$ cat src/rtl/conv_acc_out_unpack_if.sv
// Stream bundle around the packed-result unpacker.
// s_axis_*: 32-bit words of two int16 channel results, received from the accelerator.
// m_axis_*: one 16-bit channel result per beat, tagged with its channel index.
// slave : the view the unpacker uses (consumes s_axis_*, produces m_axis_*).
// master: the view the surrounding environment uses.
interface conv_acc_out_unpack_if #(
   parameter int NUM_PE = 32
);
   localparam int CHAN_W = $clog2(NUM_PE);

   logic [31:0]       s_axis_tdata;
   logic              s_axis_tvalid;
   logic              s_axis_tlast;
   logic              s_axis_tready;

   logic [15:0]       m_axis_tdata;
   logic [CHAN_W-1:0] m_axis_tchan;
   logic              m_axis_tvalid;
   logic              m_axis_tlast;
   logic              m_axis_tready;

   modport slave (
      input  s_axis_tdata, s_axis_tvalid, s_axis_tlast,
      output s_axis_tready,
      output m_axis_tdata, m_axis_tchan, m_axis_tvalid, m_axis_tlast,
      input  m_axis_tready
   );

   modport master (
      output s_axis_tdata, s_axis_tvalid, s_axis_tlast,
      input  s_axis_tready,
      input  m_axis_tdata, m_axis_tchan, m_axis_tvalid, m_axis_tlast,
      output m_axis_tready
   );
endinterface

$ cat src/rtl/conv_acc_out_unpack.sv
// Unpacks 32-bit accelerator result words (two int16 channels, low half first)
// into a 16-bit per-channel stream tagged with a channel index, counts output
// rows against the configured job geometry and returns to idle after the last row.
// Optional framing checker: define CONV_ACC_UNPACK_CHECK_EN to track the pixel
// position and flag early/missing input tlast. NUM_PE must be even and >= 4.
module conv_acc_out_unpack #(
   parameter int NUM_PE    = 32,
   parameter int CNT_WIDTH = 16
) (
   input  logic                 aclk,
   input  logic                 aresetn,
   conv_acc_out_unpack_if.slave axis,
   input  logic [CNT_WIDTH-1:0] out_pixels,
   input  logic [CNT_WIDTH-1:0] out_rows,
   input  logic                 start,
   output logic                 busy,
   output logic                 row_done,
   output logic                 job_done,
   output logic                 err_early_last,
   output logic                 err_missing_last
);
   localparam int WPP    = NUM_PE / 2;
   localparam int CHAN_W = $clog2(NUM_PE);
   localparam int IDX_W  = CHAN_W - 1;
   localparam logic [IDX_W-1:0]     IDX_LAST = IDX_W'(WPP - 1);
   localparam logic [IDX_W-1:0]     IDX_ONE  = IDX_W'(1);
   localparam logic [CNT_WIDTH-1:0] CNT_ONE  = CNT_WIDTH'(1);

   typedef enum logic {S_IDLE, S_RUN} state_t;

   state_t               state_q;
   logic [31:0]          hold_data_q;
   logic                 hold_v_q;
   logic                 hold_half_q;
   logic                 hold_last_q;
   logic [IDX_W-1:0]     chan_idx_q;   // word index of the word in the holding register
   logic [IDX_W-1:0]     word_idx_q;   // word index the next accepted word will get
   logic [CNT_WIDTH-1:0] rows_q;
   logic [CNT_WIDTH-1:0] row_cnt_q;
   logic                 row_done_q;
   logic                 job_done_q;

   logic                 s_ready;
   logic                 s_acc;
   logic                 m_hs;
   logic                 row_end;
   logic                 job_end;
   logic                 idx_wrap;
   logic                 hold_last_d;
   logic [IDX_W-1:0]     word_idx_d;

`ifdef CONV_ACC_UNPACK_CHECK_EN
   logic [CNT_WIDTH-1:0] pixels_q;
   logic [CNT_WIDTH-1:0] pix_cnt_q;
   logic [CNT_WIDTH-1:0] pix_cnt_d;
   logic                 err_early_q;
   logic                 err_missing_q;
   logic                 exp_end;
   logic                 early_d;
   logic                 missing_d;
`endif

   // A new word may enter when the register is empty or its high half leaves this cycle.
   assign s_ready  = (state_q == S_RUN) && (!hold_v_q || (hold_half_q && axis.m_axis_tready));
   assign s_acc    = axis.s_axis_tvalid && s_ready;
   assign m_hs     = hold_v_q && axis.m_axis_tready;
   assign row_end  = m_hs && hold_half_q && hold_last_q;
   assign job_end  = row_end && ((row_cnt_q + CNT_ONE) == rows_q);
   assign idx_wrap = (word_idx_q == IDX_LAST);

   // Framing decisions for the word presented on the input this cycle.
   always_comb begin
      // NOTE: every variable below is assigned on every path through this block,
      // so no latch can be inferred.
`ifdef CONV_ACC_UNPACK_CHECK_EN
      exp_end     = idx_wrap && (pix_cnt_q == (pixels_q - CNT_ONE));
      early_d     = axis.s_axis_tlast && !exp_end;
      missing_d   = exp_end && !axis.s_axis_tlast;
      hold_last_d = axis.s_axis_tlast || exp_end;
      pix_cnt_d   = hold_last_d ? '0 : (idx_wrap ? pix_cnt_q + CNT_ONE : pix_cnt_q);
`else
      hold_last_d = axis.s_axis_tlast;
`endif
      word_idx_d  = (hold_last_d || idx_wrap) ? '0 : word_idx_q + IDX_ONE;
   end

   assign axis.s_axis_tready = s_ready;
   assign axis.m_axis_tvalid = hold_v_q;
   assign axis.m_axis_tdata  = hold_half_q ? hold_data_q[31:16] : hold_data_q[15:0];
   assign axis.m_axis_tchan  = {chan_idx_q, hold_half_q};
   assign axis.m_axis_tlast  = hold_v_q && hold_half_q && hold_last_q;

   assign busy     = (state_q == S_RUN);
   assign row_done = row_done_q;
   assign job_done = job_done_q;
`ifdef CONV_ACC_UNPACK_CHECK_EN
   assign err_early_last   = err_early_q;
   assign err_missing_last = err_missing_q;
`else
   assign err_early_last   = 1'b0;
   assign err_missing_last = 1'b0;
`endif

   // Job FSM, holding register, counters and registered status pulses.
   always_ff @(posedge aclk or negedge aresetn) begin
      if (!aresetn) begin
         state_q     <= S_IDLE;
         // NOTE: the holding register drives m_axis_tdata directly, so it is reset
         // too; that keeps every output at 0 while in reset.
         hold_data_q <= '0;
         hold_v_q    <= 1'b0;
         hold_half_q <= 1'b0;
         hold_last_q <= 1'b0;
         chan_idx_q  <= '0;
         word_idx_q  <= '0;
         rows_q      <= '0;
         row_cnt_q   <= '0;
         row_done_q  <= 1'b0;
         job_done_q  <= 1'b0;
`ifdef CONV_ACC_UNPACK_CHECK_EN
         pixels_q      <= '0;
         pix_cnt_q     <= '0;
         err_early_q   <= 1'b0;
         err_missing_q <= 1'b0;
`endif
      end else begin
         // NOTE: non-blocking assignments throughout, so every right-hand side sees
         // the pre-edge value and later assignments override earlier ones.
         row_done_q <= 1'b0;
         job_done_q <= 1'b0;
         case (state_q)
            S_IDLE: begin
               if (start && (out_pixels != '0) && (out_rows != '0)) begin
                  state_q    <= S_RUN;
                  rows_q     <= out_rows;
                  row_cnt_q  <= '0;
                  word_idx_q <= '0;
`ifdef CONV_ACC_UNPACK_CHECK_EN
                  pixels_q      <= out_pixels;
                  pix_cnt_q     <= '0;
                  err_early_q   <= 1'b0;
                  err_missing_q <= 1'b0;
`endif
               end
            end
            S_RUN: begin
               if (s_acc) begin
                  hold_data_q <= axis.s_axis_tdata;
                  hold_v_q    <= 1'b1;
                  hold_half_q <= 1'b0;
                  hold_last_q <= hold_last_d;
                  chan_idx_q  <= word_idx_q;
                  word_idx_q  <= word_idx_d;
`ifdef CONV_ACC_UNPACK_CHECK_EN
                  pix_cnt_q <= pix_cnt_d;
                  if (early_d)   err_early_q   <= 1'b1;
                  if (missing_d) err_missing_q <= 1'b1;
`endif
               end else if (m_hs) begin
                  if (!hold_half_q) hold_half_q <= 1'b1;
                  else              hold_v_q    <= 1'b0;
               end
               if (row_end) begin
                  row_done_q <= 1'b1;
                  if (job_end) begin
                     job_done_q <= 1'b1;
                     state_q    <= S_IDLE;
                     row_cnt_q  <= '0;
                     hold_v_q   <= 1'b0;
                  end else begin
                     row_cnt_q <= row_cnt_q + CNT_ONE;
                  end
               end
            end
            default: state_q <= S_IDLE;
         endcase
      end
   end
endmodule
$ cat src/flat_wrapper.sv
// flat-port wrapper written by rule: the top's interface ports become plain ports
module conv_acc_out_unpack_flat 
#(
   parameter int NUM_PE    = 32,
   parameter int CNT_WIDTH = 16
)
  (aclk, aresetn, out_pixels, out_rows, start, busy, row_done, job_done, err_early_last, err_missing_last, axis_s_axis_tdata, axis_s_axis_tvalid, axis_s_axis_tlast, axis_s_axis_tready, axis_m_axis_tdata, axis_m_axis_tchan, axis_m_axis_tvalid, axis_m_axis_tlast, axis_m_axis_tready);
  conv_acc_out_unpack_if #(.NUM_PE(NUM_PE)) axis_i ();
  input  logic aclk;
  input  logic aresetn;
  input  logic [CNT_WIDTH-1:0] out_pixels;
  input  logic [CNT_WIDTH-1:0] out_rows;
  input  logic start;
  output logic busy;
  output logic row_done;
  output logic job_done;
  output logic err_early_last;
  output logic err_missing_last;
  input wire logic [$bits(axis_i.s_axis_tdata)-1:0] axis_s_axis_tdata;
  input wire logic [$bits(axis_i.s_axis_tvalid)-1:0] axis_s_axis_tvalid;
  input wire logic [$bits(axis_i.s_axis_tlast)-1:0] axis_s_axis_tlast;
  output wire logic [$bits(axis_i.s_axis_tready)-1:0] axis_s_axis_tready;
  output wire logic [$bits(axis_i.m_axis_tdata)-1:0] axis_m_axis_tdata;
  output wire logic [$bits(axis_i.m_axis_tchan)-1:0] axis_m_axis_tchan;
  output wire logic [$bits(axis_i.m_axis_tvalid)-1:0] axis_m_axis_tvalid;
  output wire logic [$bits(axis_i.m_axis_tlast)-1:0] axis_m_axis_tlast;
  input wire logic [$bits(axis_i.m_axis_tready)-1:0] axis_m_axis_tready;
  assign axis_i.s_axis_tdata = axis_s_axis_tdata;
  assign axis_i.s_axis_tvalid = axis_s_axis_tvalid;
  assign axis_i.s_axis_tlast = axis_s_axis_tlast;
  assign axis_s_axis_tready = axis_i.s_axis_tready;
  assign axis_m_axis_tdata = axis_i.m_axis_tdata;
  assign axis_m_axis_tchan = axis_i.m_axis_tchan;
  assign axis_m_axis_tvalid = axis_i.m_axis_tvalid;
  assign axis_m_axis_tlast = axis_i.m_axis_tlast;
  assign axis_i.m_axis_tready = axis_m_axis_tready;
  conv_acc_out_unpack #(.NUM_PE(NUM_PE), .CNT_WIDTH(CNT_WIDTH)) u_core (.aclk(aclk), .aresetn(aresetn), .axis(axis_i), .out_pixels(out_pixels), .out_rows(out_rows), .start(start), .busy(busy), .row_done(row_done), .job_done(job_done), .err_early_last(err_early_last), .err_missing_last(err_missing_last));
endmodule
$ cat config.mk
export PLATFORM = sky130hd
export DESIGN_NAME = conv_acc_out_unpack_flat
export DESIGN_NICKNAME = d
export VERILOG_FILES = /design/src/rtl/conv_acc_out_unpack_if.sv /design/src/rtl/conv_acc_out_unpack.sv /design/src/flat_wrapper.sv
export SDC_FILE = /design/constraint.sdc
export NUM_CORES = 1
export LEC_CHECK = 0
export BUFFER_PORTS_ARGS = -buffer_cell sky130_fd_sc_hd__clkbuf_2
export CORE_MARGIN = 4
export CORE_UTILIZATION = 49
export CTS_BUF_LIST = sky130_fd_sc_hd__clkbuf_16
export DETAILED_ROUTE_END_ITERATION = 8
export PLACE_DENSITY_LB_ADDON = 0.05
export SYNTH_ARGS = -nofsm -noshare
export SYNTH_HDL_FRONTEND = slang
export SYNTH_SLANG_ARGS = --single-unit
$ cat constraint.sdc
create_clock -name aclk -period 2.9 [get_ports aclk]
set_clock_uncertainty 0.15 [all_clocks]
set_input_delay 0.58 -clock aclk [delete_from_list [all_inputs] [get_ports aclk]]
set_output_delay 0.58 -clock aclk [all_outputs]
set_load 0.02 [all_outputs]
==> results of run 1 <==
[power groups by stage]
stage / combinational, uW / sequential [uW] / clock, uW
CTS: 976 / 1420 / 1250
finish: 989 / 1420 / 1230
floorplan: 600 / 1410 / 0
global route: 1090 / 1450 / 1300
global placement: 928 / 1410 / 0
detailed placement: 947 / 1420 / 0
[sequential cells by signal (all words and copies together), names as in the netlist]
signal and cells:
u_core.job_done 1, u_core.hold_data_q 32, u_core.busy 1, u_core.chan_idx_q 4, u_core.rows_q 16, u_core.hold_last_q 1
u_core.row_cnt_q 16, u_core.hold_half_q 1, u_core.row_done 1, u_core.axis.m_axis_tvalid 1, u_core.word_idx_q 4
[timing repair]
action / CTS / global route
hold endpoints to repair: 0 / 0
gates resized for setup: 16 / 14
buffers inserted: 18 / 4
endpoints found under the setup margin: 14 / 17
pin swaps: 10 / 11
[per-layer routing]
layer	global-route usage	vias up
li1	-	1920
met5	0	-
met1	0.343	1927
met4	0.0961	0
met2	0.427	111
met3	0.0565	20
[stage by stage]
step	total power (uW)	instances	hold WS [ps]
4_1_cts	3640	723	89.3
6_report	3640	727	72.5
2_1_floorplan	2010	457	134
5_1_grt	3840	727	107
3_5_place_dp	2370	689	308
3_3_place_gp	2340	689	303
[cell families (layout without fill, tap and decap cells)]
group	count (synthesis)	count (layout)
flops	78	78
other cells	1	2
xor+xnor	16	16
simple gates	225	225
buf+inv	41	206
mux	36	36
compound gates	57	57
fa+ha+maj	2	2
[final timing paths]
| path | cells after the start | slack (ps) | startpoint | to |
|---|---|---|---|---|
| worst max-delay path | 11 | 20 | u_core.row_cnt_q[0]$_DFFE_PN0P_ | u_core.row_cnt_q[11]$_DFFE_PN0P_ |
| max in group asynchronous | 2 | 1920 | aresetn | u_core.axis.m_axis_tvalid$_DFFE_PN0P_ |
| worst min-delay path | 1 | 70 | aresetn | u_core.rows_q[11]$_DFFE_PN0P_ |
| worst min register to register | 2 | 320 | u_core.chan_idx_q[3]$_DFFE_PN0P_ | u_core.chan_idx_q[3]$_DFFE_PN0P_ |
| worst max register to register | 11 | 20 | u_core.row_cnt_q[0]$_DFFE_PN0P_ | u_core.row_cnt_q[11]$_DFFE_PN0P_ |
| min in group aclk | 3 | 280 | axis_s_axis_tdata[19] | u_core.hold_data_q[19]$_DFFE_PN0P_ |
[area by class of cell]
class | instances | share of cell area
clock inverters | 7 | 0.0167
repair buffers | 182 | 0.201
flip-flops and latches | 78 | 0.335
clock buffers | 9 | 0.0385
inverters | 8 | 0.00513
multi-input cells | 338 | 0.381
well taps | 105 | 0.0225
[cell usage after synthesis, types with 2 or more instances]
cell and n:
o31ai_1 8, a221o_1 6, mux2_2 34, nand3b_1 2, nand4_1 7, o21ai_0 12
a31oi_1 3, nor4_1 13, and2_1 5, nor2_1 20, clkbuf_1 14, a22o_1 8
xnor2_1 10, and4_1 3, dfrtp_1 78, nor2b_1 3, ha_1 2, buf_4 9
nor3_1 11, nand3_4 2, buf_1 3, inv_1 7, a311oi_1 3, buf_2 6
a21oi_1 3, nand2_1 128, o221ai_1 3, xor2_1 6, nand3_1 14, and3_1 3
nand2b_1 3
==> results.ini, run 1 <==
[status]
status=completed

[global_route]
grt_max_degree=42
antenna_found_initial=0
grt_first_pass_wirelength_mm=21.0
track_usage=0.261
grt_pass1_vias=4282
grt_overflow=0

[min_path]
hold_path_class=in2async

[final_layout]
final_nets=689
fill_cells=691
multi_input_area_um2=2230
final_util=0.701
final_area_um2=5850
final_common_cell=nand2_1
mostFrequentLayoutCells=nand2_1, clkbuf_2, buf_4
num_antenna_cells=0
regArea_um2=1960
drive_gt1_frac=0.418
syn_to_final_growth_pct=37.4

[setup_path]
cp.buffers_inverters=3
worstPathArrival_ps=2940
worst-setup-path-type=reg2reg
cpPeakStageDelay_ps=420
crit_top_cell=buf_6
cp_cell_sequence=ha_4 -> buf_6 -> buf_6 -> xor2_1 -> o2111ai_1 -> o21ai_1 -> a211o_1 -> nor4_4 -> buf_6 -> and4b_1 -> a221o_1
crit_family=compound AO/OA/AOI/OAI gates
endpoint_kind=flop
worst_path_max_delay_cell=dfrtp_2
startpoint_type=flop
crit_path_max_fanout=7
cp.required_ps=2960

[sta]
finalCritPeriodShare=0.992
setup_ws_ps=24.6
slew_headroom=0.646
hold_viol=0
drv_slew=0
max_freq_mhz=348
rsz0062_at_grt=yes
setup_viol=0
worst-slew-pin-transition_ps=531
final.setup.tns_ps=0
period_minus_slack_ps=2880

[routing]
ant_nets=0
wl_met1_mm=5.37
routed_wl_mm=12.5
wl_per_cell_um=17.2
wl_met2_mm=6.28
viasPerCell=5.47
drc=0
dr_wl_met3_um=558
routed.top_layer=met4
num_vias=3978
drt_iter0_drc=189
firstDrtPassIters=4

[placement]
placed_area_um2=5220
pre_cts_ws_ps=-309
dp.final_hpwl_mm=8.90
io_buffers=96
routabilityCongestion=0.930

[floorplanning]
die_h_um=101
start_util=0.511
die-area_um2=10200
core_um2=8340
ios=99
rows=33
die_x_um=101

[pwr]
powerDensity_nw_per_um2=622
p_clk_frac=0.339
p_seq_frac=0.389
ir_worst_vdd_mv=0.358
p_leak_uw=0.00296
p_switching_uw=1170
intPower_uw=2470
switching_share=0.321
p_comb_frac=0.272

[synthesis]
ys_types=58
synthXorXnorAreaFrac=0.0329
synth.avg_cell_area_um2=9.34
synth_edf_count=0
synthSimpleGateAreaFrac=0.255
netlist_area_um2=4260
yosys_warnings=0
synth_seq_cells=78
synthArstFlopShare=1.00
synth_top_cell_by_area=dfrtp_1
ys_top_cells_by_area=dfrtp_1, nand2_1, mux2_2, xnor2_1, nor4_1
synth_top_family_by_area=simple AND/OR/NAND/NOR gates
synth_compound_area_frac=0.102
synth_mux_area_frac=0.0976
synth_top_area_share=0.458
synthAdderAreaFrac=0.00588
synthFlopType=dfrtp_1
synthCells=456
yosysSeqAreaShare=0.458

[cts]
insertion_delay_ps=340
cts_buffers=9
clockRootBuffer=clkbuf_16
cts_buffer_depth=2
htree_levels=3
clkSinkCount=78
cts_tree=yes
postCtsHoldBufs=0
clk_pin_slew_ps=60

[run]
cap_violations=0

Power figures use the tool's default switching activity.
==> inputs of run 2 (changes only) <==
ABC_AREA = 0   (was default)
CORE_UTILIZATION = 54   (was 49)
clock period = 3.05 ns   (was 2.9 ns; I/O delays follow)
==> results.ini, run 2 (synthesized netlist as in run 1, its figures left out) <==
[status]
status=completed  ; unchanged

[sta]
hold_viol=0  ; unchanged
hold_ws_ps=140  ; was 72.5 ps
setup_viol=0  ; unchanged
max_freq_mhz=332  ; was 348 MHz
worst-slew-pin-transition_ps=723  ; was 531 ps
finalCritPeriodShare=0.987  ; was 0.992
drv_slew=0  ; unchanged
slew_headroom=0.514  ; was 0.646
rsz0062_at_grt=yes  ; unchanged
period_minus_slack_ps=3010  ; was 2880 ps

[global_route]
grt_max_degree=46  ; was 42
antenna_found_initial=0  ; unchanged
grt_pass1_vias=4018  ; was 4282
grt_first_pass_wirelength_mm=19.4  ; was 21.0 mm
track_usage=0.253  ; was 0.261
grt_overflow=0  ; unchanged

[cts]
cts_resized=2  ; was 16
htree_levels=3  ; unchanged
post_cts_buffers=0  ; was 18
postCtsHoldBufs=0  ; unchanged
cts_buffers=9  ; unchanged
clockRootBuffer=clkbuf_16  ; unchanged
clkSinkCount=78  ; unchanged
cts_buffer_depth=2  ; unchanged
cts_tree=yes  ; unchanged
insertion_delay_ps=330  ; was 340 ps
clk_pin_slew_ps=70  ; was 60 ps

[routing]
num_vias=3799  ; was 3978
wl_per_cell_um=16.4  ; was 17.2 um
drc=0  ; unchanged
drt_iter0_drc=172  ; was 189
viasPerCell=5.60  ; was 5.47
firstDrtPassIters=4  ; unchanged
ant_nets=0  ; unchanged
routed_wl_mm=11.1  ; was 12.5 mm

[final_layout]
num_antenna_cells=0  ; unchanged
reg_top3=u_core.hold_data_q x32, u_core.row_cnt_q x16, u_core.rows_q x16  ; unchanged
syn_to_final_growth_pct=26.3  ; was 37.4%
mostFrequentLayoutCells=nand2_1, clkbuf_2, dfrtp_1  ; was nand2_1, clkbuf_2, buf_4
final_common_cell=nand2_1  ; unchanged
final_util=0.700  ; was 0.701
final_nets=643  ; was 689
top_register=u_core.hold_data_q  ; unchanged
drive_gt1_frac=0.345  ; was 0.418
fin_cells=678  ; was 727
largest_register_ffs=32  ; unchanged

[setup_path]
startpoint_type=flop  ; unchanged
worstPathArrival_ps=3130  ; was 2940 ps
cp.required_ps=3170  ; was 2960 ps
endpoint_kind=flop  ; unchanged
worst-setup-path-type=reg2reg  ; unchanged
crit_path_max_fanout=6  ; was 7

[placement]
io_buffers=96  ; unchanged
dp.cells=662  ; was 689
routabilityCongestion=0.968  ; was 0.930
dp.final_hpwl_mm=8.39  ; was 8.90 mm

[floorplanning]
start_util=0.554  ; was 0.511
die-area_um2=9370  ; was 10200 um^2
die_h_um=96.8  ; was 101 um
core_um2=7690  ; was 8340 um^2
ios=99  ; unchanged
rows=32  ; was 33
die_x_um=96.8  ; was 101 um

[pwr]
ir_worst_vdd_mv=0.430  ; was 0.358 mV
p_leak_uw=0.00270  ; was 0.00296 uW
powerDensity_nw_per_um2=629  ; was 622 nW/um^2

[min_path]
hold_path_class=in2async  ; unchanged

[run]
cap_violations=0  ; unchanged

run 2: critical path: stages, from the launching register on:
cell and delay [ps]:
dfrtp_1 430, nand4_1 280, or4_1 570, xnor2_1 180, o221ai_1 260, nor4_4 100, nor3_1 610, buf_4 240
a22o_1 130
run 2: layer usage:
| layer | track usage | wire length (um) | part of all wire | vias up |
|---|---|---|---|---|
| met5 | 0 | 0 | 0 | - |
| met4 | 0.125 | 463 | 0.042 | 0 |
| met3 | 0.0382 | 532 | 0.048 | 34 |
| met2 | 0.424 | 5580 | 0.50 | 108 |
| met1 | 0.320 | 4540 | 0.41 | 1822 |
| li1 | - | - | - | 1835 |
run 2: stage by stage:
| step | worst slack, ps | power (uW) | TNS [ps] | cell area [um^2] |
|---|---|---|---|---|
| CTS | 34.6 | 3410 | 0 | 5370 |
| finish | 39.3 | 3380 | 0 | 5380 |
| floorplan | 8.59 | 1910 | 0 | 4270 |
| detailed placement | -44.8 | 2220 | -44.8 | 5020 |
| global placement | -25.3 | 2200 | -25.3 | 5020 |
| global route | -104 | 3580 | -547 | 5380 |
run 2: final timing paths:
kind | end | cells after the start | slack [ps] | startpoint
setup / recovery | u_core.row_cnt_q[3]$_DFFE_PN0P_ | 8 | 40 | u_core.row_cnt_q[9]$_DFFE_PN0P_
hold / removal | u_core.rows_q[7]$_DFFE_PN0P_ | 1 | 140 | aresetn
setup reg to reg | u_core.row_cnt_q[3]$_DFFE_PN0P_ | 8 | 40 | u_core.row_cnt_q[9]$_DFFE_PN0P_
hold reg to reg | u_core.hold_data_q[28]$_DFFE_PN0P_ | 2 | 330 | u_core.hold_data_q[28]$_DFFE_PN0P_
max in group asynchronous | u_core.hold_data_q[13]$_DFFE_PN0P_ | 2 | 2010 | aresetn
min in group aclk | u_core.hold_data_q[21]$_DFFE_PN0P_ | 3 | 320 | axis_s_axis_tdata[21]
run 2: cell type report:
type	instances	area, um^2
clock inverter	7	104
clock buffer	9	225
inverter	8	30.0
multi-input combinational	338	2140
sequential	78	1950
fill	635	2310
timing repair buffer	136	796
tap	102	128
run 2: power breakdown:
part / internal, uW / switching [uW] / total [uW]
Clock: 727 / 452 / 1180
Sequential: 1210 / 116 / 1330
Combinational: 366 / 510 / 876
